$ cat src/rtl/mem_arbiter_pkg.sv
// Shared CPU package: memory arbiter states,
// grant encoding and bus widths.
package mem_arbiter_pkg;

   localparam int MEM_ADDR_W = 32;
   localparam int MEM_DATA_W = 32;

   typedef enum logic [1:0] {
      IDLE,
      ACC_I,
      ACC_D,
      DONE
   } mem_state_t;

   typedef enum logic {
      GNT_I,
      GNT_D
   } grant_t;

endpackage

$ cat src/rtl/mem_arbiter_if.sv
// IF port, data port and external memory
// bus as seen by the memory arbiter.
interface mem_arbiter_if
   import mem_arbiter_pkg::*;
#(
   parameter int ADDR_W = MEM_ADDR_W,
   parameter int DATA_W = MEM_DATA_W
);

   logic              if_req_i;
   logic [ADDR_W-1:0] if_addr_i;
   logic [DATA_W-1:0] if_rdata_o;
   logic              if_done_o;

   logic              d_req_i;
   logic              d_we_i;
   logic [ADDR_W-1:0] d_addr_i;
   logic [DATA_W-1:0] d_wdata_i;
   logic [DATA_W-1:0] d_rdata_o;
   logic              d_done_o;

   logic              mem_req_o;
   logic              mem_we_o;
   logic [ADDR_W-1:0] mem_addr_o;
   logic [DATA_W-1:0] mem_wdata_o;
   logic              mem_ack_i;
   logic [DATA_W-1:0] mem_rdata_i;

   logic              stall_o;

   modport master (
      input  if_req_i, if_addr_i,
      input  d_req_i, d_we_i, d_addr_i, d_wdata_i,
      input  mem_ack_i, mem_rdata_i,
      output if_rdata_o, if_done_o,
      output d_rdata_o, d_done_o,
      output mem_req_o, mem_we_o,
      output mem_addr_o, mem_wdata_o,
      output stall_o
   );

   modport slave (
      output if_req_i, if_addr_i,
      output d_req_i, d_we_i, d_addr_i, d_wdata_i,
      output mem_ack_i, mem_rdata_i,
      input  if_rdata_o, if_done_o,
      input  d_rdata_o, d_done_o,
      input  mem_req_o, mem_we_o,
      input  mem_addr_o, mem_wdata_o,
      input  stall_o
   );

endinterface

$ cat src/rtl/mem_arbiter.sv
// Single-port memory arbiter: serialises IF fetches
// and MEM-stage loads/stores onto one memory port.
module mem_arbiter
   import mem_arbiter_pkg::*;
#(
   parameter int ADDR_W = MEM_ADDR_W,
   parameter int DATA_W = MEM_DATA_W
) (
   input  logic          clk_i,
   input  logic          rst_i,
   mem_arbiter_if.master bus
);

   mem_state_t        state;
   grant_t            last_grant;
   logic              mem_req_q;
   logic              mem_we_q;
   logic [ADDR_W-1:0] mem_addr_q;
   logic [DATA_W-1:0] mem_wdata_q;
   logic [DATA_W-1:0] if_rdata_q;
   logic [DATA_W-1:0] d_rdata_q;
   logic              if_done_q;
   logic              d_done_q;
   logic              pick_d;

   // Data wins a tie unless it won the previous one.
   assign pick_d = bus.d_req_i &
                   (~bus.if_req_i | (last_grant == GNT_I));

   always_ff @(posedge clk_i or negedge rst_i) begin
      if (!rst_i) begin
         state       <= IDLE;
         last_grant  <= GNT_I;
         mem_req_q   <= 1'b0;
         mem_we_q    <= 1'b0;
         mem_addr_q  <= '0;
         mem_wdata_q <= '0;
         if_rdata_q  <= '0;
         d_rdata_q   <= '0;
         if_done_q   <= 1'b0;
         d_done_q    <= 1'b0;
      end else begin
         if_done_q <= 1'b0;
         d_done_q  <= 1'b0;
         unique case (state)
            IDLE: begin
               if (pick_d) begin
                  state       <= ACC_D;
                  last_grant  <= GNT_D;
                  mem_req_q   <= 1'b1;
                  mem_we_q    <= bus.d_we_i;
                  mem_addr_q  <= bus.d_addr_i;
                  mem_wdata_q <= bus.d_wdata_i;
               end else if (bus.if_req_i) begin
                  state       <= ACC_I;
                  last_grant  <= GNT_I;
                  mem_req_q   <= 1'b1;
                  mem_we_q    <= 1'b0;
                  mem_addr_q  <= bus.if_addr_i;
                  mem_wdata_q <= '0;
               end
            end
            ACC_I: begin
               if (bus.mem_ack_i) begin
                  state      <= DONE;
                  mem_req_q  <= 1'b0;
                  mem_we_q   <= 1'b0;
                  if_rdata_q <= bus.mem_rdata_i;
                  if_done_q  <= 1'b1;
               end
            end
            ACC_D: begin
               if (bus.mem_ack_i) begin
                  state     <= DONE;
                  mem_req_q <= 1'b0;
                  mem_we_q  <= 1'b0;
                  d_done_q  <= 1'b1;
                  if (!mem_we_q) begin
                     d_rdata_q <= bus.mem_rdata_i;
                  end
               end
            end
            DONE: begin
               state <= IDLE;
            end
         endcase
      end
   end

   assign bus.mem_req_o   = mem_req_q;
   assign bus.mem_we_o    = mem_we_q;
   assign bus.mem_addr_o  = mem_addr_q;
   assign bus.mem_wdata_o = mem_wdata_q;
   assign bus.if_rdata_o  = if_rdata_q;
   assign bus.d_rdata_o   = d_rdata_q;
   assign bus.if_done_o   = if_done_q;
   assign bus.d_done_o    = d_done_q;
   assign bus.stall_o     = (bus.if_req_i | bus.d_req_i) &
                            (state != DONE);

endmodule

$ cat src/flat_wrapper.sv
// flat-port wrapper written by rule: the top's interface ports become plain ports
module mem_arbiter_flat import mem_arbiter_pkg::*;
#(
   parameter int ADDR_W = MEM_ADDR_W,
   parameter int DATA_W = MEM_DATA_W
)
  (clk_i, rst_i, bus_if_req_i, bus_if_addr_i, bus_d_req_i, bus_d_we_i, bus_d_addr_i, bus_d_wdata_i, bus_mem_ack_i, bus_mem_rdata_i, bus_if_rdata_o, bus_if_done_o, bus_d_rdata_o, bus_d_done_o, bus_mem_req_o, bus_mem_we_o, bus_mem_addr_o, bus_mem_wdata_o, bus_stall_o);
  mem_arbiter_if #(.ADDR_W(ADDR_W), .DATA_W(DATA_W)) bus_i ();
  input  logic clk_i;
  input  logic rst_i;
  input wire logic [$bits(bus_i.if_req_i)-1:0] bus_if_req_i;
  input wire logic [$bits(bus_i.if_addr_i)-1:0] bus_if_addr_i;
  input wire logic [$bits(bus_i.d_req_i)-1:0] bus_d_req_i;
  input wire logic [$bits(bus_i.d_we_i)-1:0] bus_d_we_i;
  input wire logic [$bits(bus_i.d_addr_i)-1:0] bus_d_addr_i;
  input wire logic [$bits(bus_i.d_wdata_i)-1:0] bus_d_wdata_i;
  input wire logic [$bits(bus_i.mem_ack_i)-1:0] bus_mem_ack_i;
  input wire logic [$bits(bus_i.mem_rdata_i)-1:0] bus_mem_rdata_i;
  output wire logic [$bits(bus_i.if_rdata_o)-1:0] bus_if_rdata_o;
  output wire logic [$bits(bus_i.if_done_o)-1:0] bus_if_done_o;
  output wire logic [$bits(bus_i.d_rdata_o)-1:0] bus_d_rdata_o;
  output wire logic [$bits(bus_i.d_done_o)-1:0] bus_d_done_o;
  output wire logic [$bits(bus_i.mem_req_o)-1:0] bus_mem_req_o;
  output wire logic [$bits(bus_i.mem_we_o)-1:0] bus_mem_we_o;
  output wire logic [$bits(bus_i.mem_addr_o)-1:0] bus_mem_addr_o;
  output wire logic [$bits(bus_i.mem_wdata_o)-1:0] bus_mem_wdata_o;
  output wire logic [$bits(bus_i.stall_o)-1:0] bus_stall_o;
  assign bus_i.if_req_i = bus_if_req_i;
  assign bus_i.if_addr_i = bus_if_addr_i;
  assign bus_i.d_req_i = bus_d_req_i;
  assign bus_i.d_we_i = bus_d_we_i;
  assign bus_i.d_addr_i = bus_d_addr_i;
  assign bus_i.d_wdata_i = bus_d_wdata_i;
  assign bus_i.mem_ack_i = bus_mem_ack_i;
  assign bus_i.mem_rdata_i = bus_mem_rdata_i;
  assign bus_if_rdata_o = bus_i.if_rdata_o;
  assign bus_if_done_o = bus_i.if_done_o;
  assign bus_d_rdata_o = bus_i.d_rdata_o;
  assign bus_d_done_o = bus_i.d_done_o;
  assign bus_mem_req_o = bus_i.mem_req_o;
  assign bus_mem_we_o = bus_i.mem_we_o;
  assign bus_mem_addr_o = bus_i.mem_addr_o;
  assign bus_mem_wdata_o = bus_i.mem_wdata_o;
  assign bus_stall_o = bus_i.stall_o;
  mem_arbiter #(.ADDR_W(ADDR_W), .DATA_W(DATA_W)) u_core (.clk_i(clk_i), .rst_i(rst_i), .bus(bus_i));
endmodule
$ cat config.mk
export PLATFORM = sky130hd
export DESIGN_NAME = mem_arbiter_flat
export DESIGN_NICKNAME = d
export VERILOG_FILES = /design/src/rtl/mem_arbiter_pkg.sv /design/src/rtl/mem_arbiter_if.sv /design/src/rtl/mem_arbiter.sv /design/src/flat_wrapper.sv
export SDC_FILE = /design/constraint.sdc
export NUM_CORES = 1
export LEC_CHECK = 0
export ABC_AREA = 1
export BUFFER_PORTS_ARGS = -buffer_cell sky130_fd_sc_hd__buf_2
export CAP_MARGIN = 20
export CORE_UTILIZATION = 40
export DETAILED_ROUTE_END_ITERATION = 6
export GPL_TIMING_DRIVEN = 0
export PLACE_DENSITY = 0.7
export SKIP_LAST_GASP = 1
export SYNTH_ARGS = -nofsm -noshare
export SYNTH_HDL_FRONTEND = slang
export SYNTH_SLANG_ARGS = --single-unit
$ cat constraint.sdc
create_clock -name clk_i -period 1.9 [get_ports clk_i]
set_clock_uncertainty 0.05 [all_clocks]
set_input_delay 0.095 -clock clk_i [delete_from_list [all_inputs] [get_ports clk_i]]
set_output_delay 0.095 -clock clk_i [all_outputs]
set_load 0.05 [all_outputs]
* Yosys cells after proc, flatten, opt, wreduce, memory -nomap -nowiden *
Index checks and enable logic that the tools add are counted.

word-level totals
  register bits after elaboration = 135
  input bits = 134
  output and inout port bits = 133
  logic and storage cells = 51

cells by class
  equality and inequality tests = 6
  multiplexer cells = 19
  bitwise gates (word level) = 7
  reductions and logical operators = 9

operators by type and width
  kind                  count
  $mux W32              4
  $mux W1               9
  $mux W2               3
  $pmux W2 S3           1
  $reduce_and A2 Y1     3
  $reduce_and A3 Y1     2
  $eq A2 B2 Y1 const B  2
  $pmux W1 S2           2
  $reduce_bool A2 Y1    2
  $ne A3 B2 Y1 const B  1
  $not A1 Y1            3
  $and A1 B1 Y1         2
  $eq A2 B1 Y1 const B  1
  $logic_not A2 Y1      1
  $ne A2 B1 Y1 const B  1
  $ne A2 B2 Y1 const B  1
  $or A1 B1 Y1          2
  $reduce_or A2 Y1      1

* Longest topological paths before layout *
Gate-level depths: netlist of run 1.

  depth after elaboration = 5
  depth in mapped cells = 9
  depth with buffers taken out = 8

* Worst setup path before layout of run 1 *
Ideal clock, no wire load.

  path type = reg-to-reg
  from = register u_core.state[0]
  to = register u_core.mem_addr_q[12] (netlist: u_core.bus.mem_addr_o[12])
  setup time = 0.118 ns
  arrival time = 1.362 ns
  required time = 1.732 ns
  setup slack = 0.370 ns
  stages on the path, launching flop included = 10
  buffers on the path = 2
  period minus slack after synthesis = 1.530 ns
  cells stage by stage = dfrtp_1 inv_1 ha_1 inv_1 nor2_4 inv_2 buf_6 buf_2 nand2_1 nand2_1

between the ends
  word-level cells in the longest chain between the ends = 2

RTL lines
  element                             RTL line           text
  from (decl)                         mem_arbiter.sv:14  mem_state_t state;
  from (signal assigned)              mem_arbiter.sv:32  state <= IDLE;
  from (signal assigned)              mem_arbiter.sv:48  state <= ACC_D;
  from (signal assigned)              mem_arbiter.sv:55  state <= ACC_I;
  $logic_not A2 Y1                    mem_arbiter.sv:45  unique case (state)
  $reduce_and A2 Y1 (no source line)  n/a
  to (signal assigned)                mem_arbiter.sv:52  mem_addr_q <= bus.d_addr_i;
  to (signal assigned)                mem_arbiter.sv:59  mem_addr_q <= bus.if_addr_i;
  to (decl)                           mem_arbiter.sv:18  logic [ADDR_W-1:0] mem_addr_q;

Every way passes these cells.
A chain may end at the register's enable or synchronous reset.

* Worst setup path in the final report of run 1 *
  from = register u_core.last_grant
  to = register u_core.mem_addr_q[7] (netlist: u_core.bus.mem_addr_o[7])

between the ends
  word-level cells in the longest chain between the ends = 5
  elaborated cells on any way between the ends = 6
  classes of those cells = mux (1); bitwise (3); reduce/logical (2)

RTL lines
  element                              RTL line           text
  from (decl)                          mem_arbiter.sv:15  grant_t last_grant;
  from (signal assigned)               mem_arbiter.sv:33  last_grant <= GNT_I;
  from (signal assigned)               mem_arbiter.sv:49  last_grant <= GNT_D;
  from (signal assigned)               mem_arbiter.sv:56  last_grant <= GNT_I;
  $not A1 Y1 *                         mem_arbiter.sv:28  (~bus.if_req_i | (last_grant == GNT_I));
  $or A1 B1 Y1 *                       mem_arbiter.sv:28
  $and A1 B1 Y1 *                      mem_arbiter.sv:27  assign pick_d = bus.d_req_i &
  $reduce_bool A2 Y1 (no source line)  n/a
  $reduce_and A2 Y1 (no source line)   n/a

Every way passes the cells marked *; elsewhere a longest branch is shown, timed or not.

==> metrics, run 1 <==
main flop type after synthesis sky130_fd_sc_hd__dfrtp_1; Avg Inst Size Synth 8.54 sq um; overall power of the completed layout 18.2 mW; synthesized netlist net count 803; normalized max-slew margin 67.3%; clock root buffer master sky130_fd_sc_hd__clkbuf_16; clock tree from TritonCTS done; share of synthesized area occupied by flip-flops and latches 59.6%; Initial Utilization 40.9%; most common cell after layout, fill and taps aside sky130_fd_sc_hd__buf_2; EDFF count, synth 0; number of clock buffers inserted by TritonCTS 17; count of clock tree sinks 135; residual antenna-violating net count after detailed routing 0; count of buffers inserted at the top-level ports 265; total gr overflow 0; H-tree lvl count 4; crit end category flip-flop; total via count in the routed design 6037; DR DRC count 0; power density relative to cell area 1950 nW/um^2; final-layout fill cell count 1079; Total Routed Length 18200 microns; type of origin of the critical path flip-flop; outcome finished clean; floorplan core area 13900 sq um; r2r endpoint u_core.bus.mem_addr_o[7]$_DFFE_PN0P_; share of the core filled with cells in the final layout 67.0%; total number of yosys warnings 0; clock period minus worst slack 1.86 ns; io pins 267; Die W 121 microns; distinct cell type count after synthesis 19; worst-path fanout max 10; setup slack of the worst register-to-register path 0.04 ns; worst slew pin tran 0.491 ns; total of flip-flops plus latches after synthesis 135; buffer levels on the longest clock path 2; share of the clock period used by the worst path after layout 97.7%; post-route design area 9300 sq um; worst path required time 2.20 ns; max_cap viols 0; R2R cell count 7; site row count 43; vertical die dimension 121 microns; Detailed Place HPWL 11300 microns; number of max-slew violations in the final report 0; global-route usage over all layers 25.0%; cells after synthesis 664; number of global-route vias before repair 6172; share of post-route cells with drive strength above 1 30.4%; hold violation total from the final report 0; final net count 1221; FFs w/ async S/R, synth 100%; cell area after placement 7260 sq um; iteration-0 DRC count of the detailed router 273; diodes inserted 0; final-layout setup total negative slack 0 ns; Critical R2R Launch u_core.last_grant$_DFFE_PN0P_; WS Path Type reg2reg; final RePlAce weighted congestion 0.822; startpoint of the worst setup timing path u_core.last_grant$_DFFE_PN0P_; source-to-sink clock delay at the later pin of the worst-skew pair 0.41 ns; count of TritonRoute iterations in the first routing pass 5; most frequent cells in the layout 276 x sky130_fd_sc_hd__buf_2, 270 x sky130_fd_sc_hd__nand2_1, 135 x sky130_fd_sc_hd__dfrtp_1; Pleak 5.29 nW; worst path arrival time 2.15 ns; total standard cell area after synthesis 5670 sq um; signed area change from the synthesized netlist to the final layout 64.0%; DIE AREA 14700 sq um; average routed wire per standard cell 14.3 microns; largest net degree at the start of global routing 90; antenna violations before repair 0; post-detailed-route via-to-cell ratio 4.73; final setup violating endpoints 0; worst min-delay path category in2async; register clock-pin slew on the reported worst setup and hold paths 0.06 ns; wire length of the first global-routing pass 28500 microns; achievable clock frequency 0.539 GHz; maximum resistive drop on vdd 1.28 mV
## layout make-up
type	count	area (sq um)	share of cell area (%)
Multi-Input combinational cell	418	1820	19.5
Clock buffer	18	439	4.72
Clock inverter	14	248	2.66
Timing Repair Buffer	399	2690	28.9
Tap cell	180	225	2.42
Buffer	37	228	2.45
Sequential cell	135	3380	36.3
Inverter	74	278	2.99
## per-layer routing
layer | part of all wire, % | global-route usage [%] | up-vias
met4 | 4.6 | 14.8 | 0
met2 | 50 | 42.5 | 278
met1 | 40 | 28.8 | 2804
met3 | 5.9 | 5.73 | 63
li1 | - | - | 2892
met5 | 0 | 0 | -
## synthesized netlist by cell type, types with 5 or more instances
master | n | share of area, %
sky130_fd_sc_hd__nand2_1 | 271 | 18
sky130_fd_sc_hd__dfrtp_1 | 135 | 60
sky130_fd_sc_hd__inv_1 | 73 | 4.8
sky130_fd_sc_hd__o21ai_0 | 72 | 6.4
sky130_fd_sc_hd__nand3_1 | 35 | 3.1
sky130_fd_sc_hd__o21ai_1 | 27 | 2.4
sky130_fd_sc_hd__buf_2 | 15 | 1.3
sky130_fd_sc_hd__clkbuf_1 | 9 | 0.60
sky130_fd_sc_hd__buf_6 | 6 | 1.2
sky130_fd_sc_hd__buf_1 | 5 | 0.33
sky130_fd_sc_hd__ha_1 | 5 | 1.1
## repair_timing
item,CTS,global route
setup endpoints to repair,0,39
setup buffers,0,2
gates resized for setup,0,18
hold buffers,131,0
hold endpoints to repair,176,0
## power breakdown
group | switching, mW | leakage [nW] | internal [mW] | total [mW]
Clock | 1.26 | 0.332 | 2.51 | 3.77
Sequential | 0.706 | 1.71 | 4.22 | 4.93
Combinational | 7.19 | 3.25 | 2.28 | 9.47
## state kept, by name, indices dropped and copies added (netlist names)
name / flops
u_core.bus.mem_req_o: 1
u_core.bus.mem_wdata_o: 32
u_core.bus.d_rdata_o: 32
u_core.bus.mem_we_o: 1
u_core.bus.mem_addr_o: 32
u_core.last_grant: 1
u_core.bus.if_rdata_o: 32
u_core.state: 2
u_core.bus.if_done_o: 1
u_core.bus.d_done_o: 1
## worst max-delay path: stages (launching register included)
cell and delay, ns:
sky130_fd_sc_hd__dfrtp_1 0.41, sky130_fd_sc_hd__nand2_4 0.14, sky130_fd_sc_hd__clkbuf_2 0.28, sky130_fd_sc_hd__nand3_1 0.14, sky130_fd_sc_hd__nand2_1 0.11, sky130_fd_sc_hd__dlygate4sd3_1 0.55, sky130_fd_sc_hd__nand2_1 0.05, sky130_fd_sc_hd__nand2_1 0.07
## stage by stage
step	setup WS [ns]	hold slack (ns)	instances
finish	0.0440	0.150	1275
global route	-0.0127	0.194	1275
CTS	0.0161	0.131	1273
detailed placement	0.0938	0.00816	1110
global placement	-1.19	0.284	1109
floorplan	0.370	-0.251	664
## logic make-up (layout without fill, tap and decap cells)
kind of cell               after synthesis  count (layout)  synth area share (%)
AOI/OAI and AO/OA                      100             100                  8.83
DFF                                    135             135                  59.6
adders and majority gates                5               5                  1.10
and+or+nand+nor                        313             313                  21.9
buffers and inverters                  111             542                  8.61
## how the worst max path moves through the flow
stage	slack [ns]	cells past startpoint	to
finish	0.04	7	u_core.bus.mem_addr_o[7]$_DFFE_PN0P_
global route	-0.01	7	u_core.bus.mem_addr_o[5]$_DFFE_PN0P_
global placement	-1.19	1	u_core.bus.mem_wdata_o[30]$_DFFE_PN0P_
CTS	0.02	8	u_core.bus.mem_addr_o[30]$_DFFE_PN0P_
detailed placement	0.09	9	u_core.bus.mem_addr_o[17]$_DFFE_PN0P_
floorplan	0.37	9	u_core.bus.mem_addr_o[12]$_DFFE_PN0P_
No activity file was read; power rests on OpenSTA's default activity.
==> inputs of run 2 (changes only) <==
--- a/config.mk
+++ b/config.mk
@@ -8,10 +8,10 @@
 export ABC_AREA = 1
 export BUFFER_PORTS_ARGS = -buffer_cell sky130_fd_sc_hd__buf_2
 export CAP_MARGIN = 20
-export CORE_UTILIZATION = 40
+export CORE_UTILIZATION = 47
 export DETAILED_ROUTE_END_ITERATION = 6
 export GPL_TIMING_DRIVEN = 0
-export PLACE_DENSITY = 0.7
+export PLACE_DENSITY = 0.81
 export SKIP_LAST_GASP = 1
 export SYNTH_ARGS = -nofsm -noshare
 export SYNTH_HDL_FRONTEND = slang
==> metrics, run 2 (synthesized netlist as in run 1, its figures left out) <==
outcome complete, but fails checks; violated checks DRC; total via count in the routed design 6354 (+5.3%); total gr overflow 0 (unchanged); r2r endpoint u_core.bus.mem_addr_o[26]$_DFFE_PN0P_; share of the clock period used by the worst path after layout 98.2% (+0.50 points); Detailed Place HPWL 11100 microns (-1.6%); H-tree lvl count 4 (unchanged); Initial Utilization 49.0% (+8.2 points); maximum cell stage delay along the critical path 0.57 ns (+0.02 ns); achievable clock frequency 0.536 GHz (-0.51%); worst min-delay path category in2reg; count of buffers inserted at the top-level ports 265 (unchanged); most common cell after layout, fill and taps aside sky130_fd_sc_hd__buf_2; R2R cell count 7 (unchanged); normalized max-slew margin 62.4% (-4.9 points); io pins 267 (unchanged); final-layout setup total negative slack 0 ns (unchanged); floorplan core area 11600 sq um (-17%); worst path arrival time 2.17 ns (+0.02 ns); count of clock tree sinks 135 (unchanged); buffers inserted by post-CTS timing repair 0 (unchanged); max_cap viols 0 (unchanged); diodes inserted 0 (unchanged); final-layout fill cell count 689 (-36%); residual antenna-violating net count after detailed routing 0 (unchanged); Worst Hold Slack 0.0622 ns (-0.0874 ns); final RePlAce weighted congestion 0.969 (+18%); final net count 1218 (-0.25%); wire length of the first global-routing pass 32700 microns (+15%); vertical die dimension 112 microns (-7.6%); source-to-sink clock delay at the later pin of the worst-skew pair 0.41 ns (about the same); power density relative to cell area 1960 nW/um^2 (+0.29%); largest net degree at the start of global routing 79 (-12%); Worst Hold Launch bus_d_addr_i[29]; Critical R2R Launch u_core.last_grant$_DFFE_PN0P_; crit-path cells nand2_4, buf_2, nand3_1, nand2_1, dlygate4sd3_1, nand2_1, nand2_1; worst-case hold path end point u_core.bus.mem_addr_o[29]$_DFFE_PN0P_; WS Path Type reg2reg; average routed wire per standard cell 16.3 microns (+14%); maximum resistive drop on vdd 1.34 mV (+4.4%); global-route usage over all layers 34.0% (+8.9 points); setup repair after global routing missed its margin yes; site row count 39 (-9.3%); type of origin of the critical path flip-flop; Die W 112 microns (-7.6%); most frequent cell on the critical path sky130_fd_sc_hd__nand2_1; multi-input logic area 1820 sq um (+0.28%); DIE AREA 12500 sq um (-15%); post-detailed-route via-to-cell ratio 5.14 (+8.7%); DR DRC count 17 (+17); buffer levels on the longest clock path 2 (unchanged); antenna violations before repair 0 (unchanged); slowest cell on the critical path sky130_fd_sc_hd__dlygate4sd3_1; clock period minus worst slack 1.87 ns (+0.00948 ns); worst slew pin tran 0.564 ns (+0.0736 ns); iteration-0 DRC count of the detailed router 681 (+150%); final setup violating endpoints 0 (unchanged); count of TritonRoute iterations in the first routing pass 7 (+2); hold violation total from the final report 0 (unchanged); number of global-route vias before repair 6590 (+6.8%); register clock-pin slew on the reported worst setup and hold paths 0.06 ns (about the same); clock root buffer master sky130_fd_sc_hd__clkbuf_16; most frequent cells in the layout 276 x sky130_fd_sc_hd__buf_2, 269 x sky130_fd_sc_hd__nand2_1, 134 x sky130_fd_sc_hd__dfrtp_1; clock tree from TritonCTS done; signed area change from the synthesized netlist to the final layout 61.5%; share of post-route cells with drive strength above 1 31.0% (+0.54 points); number of max-slew violations in the final report 0 (unchanged); Total Routed Length 20100 microns (+10%); crit end category flip-flop; hold path depth 5; worst-path fanout max 10 (unchanged); FF/Latch Area 3380 sq um (about the same); Pleak 5.22 nW (-1.2%); setup slack of the worst register-to-register path 0.03 ns (about the same); number of clock buffers inserted by TritonCTS 17 (unchanged); worst path required time 2.20 ns (about the same)
==> run 2: final cells by class <==
class,count,share of cell area (%)
flip-flops and latches,135,36.9
repair buffers,396,29.1
multi-input cells,418,19.9
clock buffers,18,4.69
inverters,74,3.03
plain buffers,37,2.54
well taps,143,1.95
clock inverters,14,1.93
==> run 2: power by group <==
group	switching, mW	total, mW	internal, mW	leakage, nW
Sequential	0.776	5.00	4.22	1.71
Clock	1.30	3.37	2.07	0.279
Combinational	7.30	9.57	2.27	3.24
Total	9.37	17.9	8.57	5.22
==> run 2: how the worst max path moves through the flow <==
stage,startpoint,endpoint,slack [ns],cells past startpoint
3_5_place_dp,u_core.state[0]$_DFFE_PN0P_,u_core.bus.mem_addr_o[11]$_DFFE_PN0P_,0.1,7
4_1_cts,u_core.last_grant$_DFFE_PN0P_,u_core.bus.mem_addr_o[8]$_DFFE_PN0P_,0.02,7
5_1_grt,u_core.last_grant$_DFFE_PN0P_,u_core.bus.mem_addr_o[16]$_DFFE_PN0P_,-0.02,8
6_report,u_core.last_grant$_DFFE_PN0P_,u_core.bus.mem_addr_o[26]$_DFFE_PN0P_,0.03,7
3_3_place_gp,rst_i,u_core.bus.mem_wdata_o[21]$_DFFE_PN0P_,-1.11,1
2_1_floorplan,u_core.state[0]$_DFFE_PN0P_,u_core.bus.mem_addr_o[12]$_DFFE_PN0P_,0.37,9
==> run 2: timing repair <==
action,CTS,global route
endpoints found under the setup margin,0,75
hold endpoints to repair,187,0
hold buffers,130,0
gates resized for setup,0,28
==> run 2: worst max-delay path, delay by kind of cell (launching register included) <==
kind | cells | cell delay (ns)
buffers and inverters | 2 | 0.82
DFF | 1 | 0.41
and+or+nand+nor | 5 | 0.52
==> run 2: per-stage QoR <==
| step | cell area (sq um) | cells | power (mW) | worst slack (ns) | util, % |
|---|---|---|---|---|---|
| 2_1_floorplan | 5670 | 664 | 11.6 | 0.370 | - |
| 3_3_place_gp | 7180 | 1072 | 13.8 | -1.11 | 62.0 |
| 3_5_place_dp | 7210 | 1073 | 13.9 | 0.100 | 62.3 |
| 4_1_cts | 9120 | 1235 | 17.6 | 0.0199 | 78.8 |
| 5_1_grt | 9160 | 1235 | 18.8 | -0.0181 | 79.2 |
| 6_report | 9160 | 1235 | 17.9 | 0.0345 | 79.2 |
==> run 2: metal layers <==
layer,global-route usage (%),wire (microns),up-vias
met5,0,0,-
met3,8.87,1530,117
met4,22.1,1210,0
met2,57.7,9910,417
li1,-,-,2881
met1,37.9,7490,2939
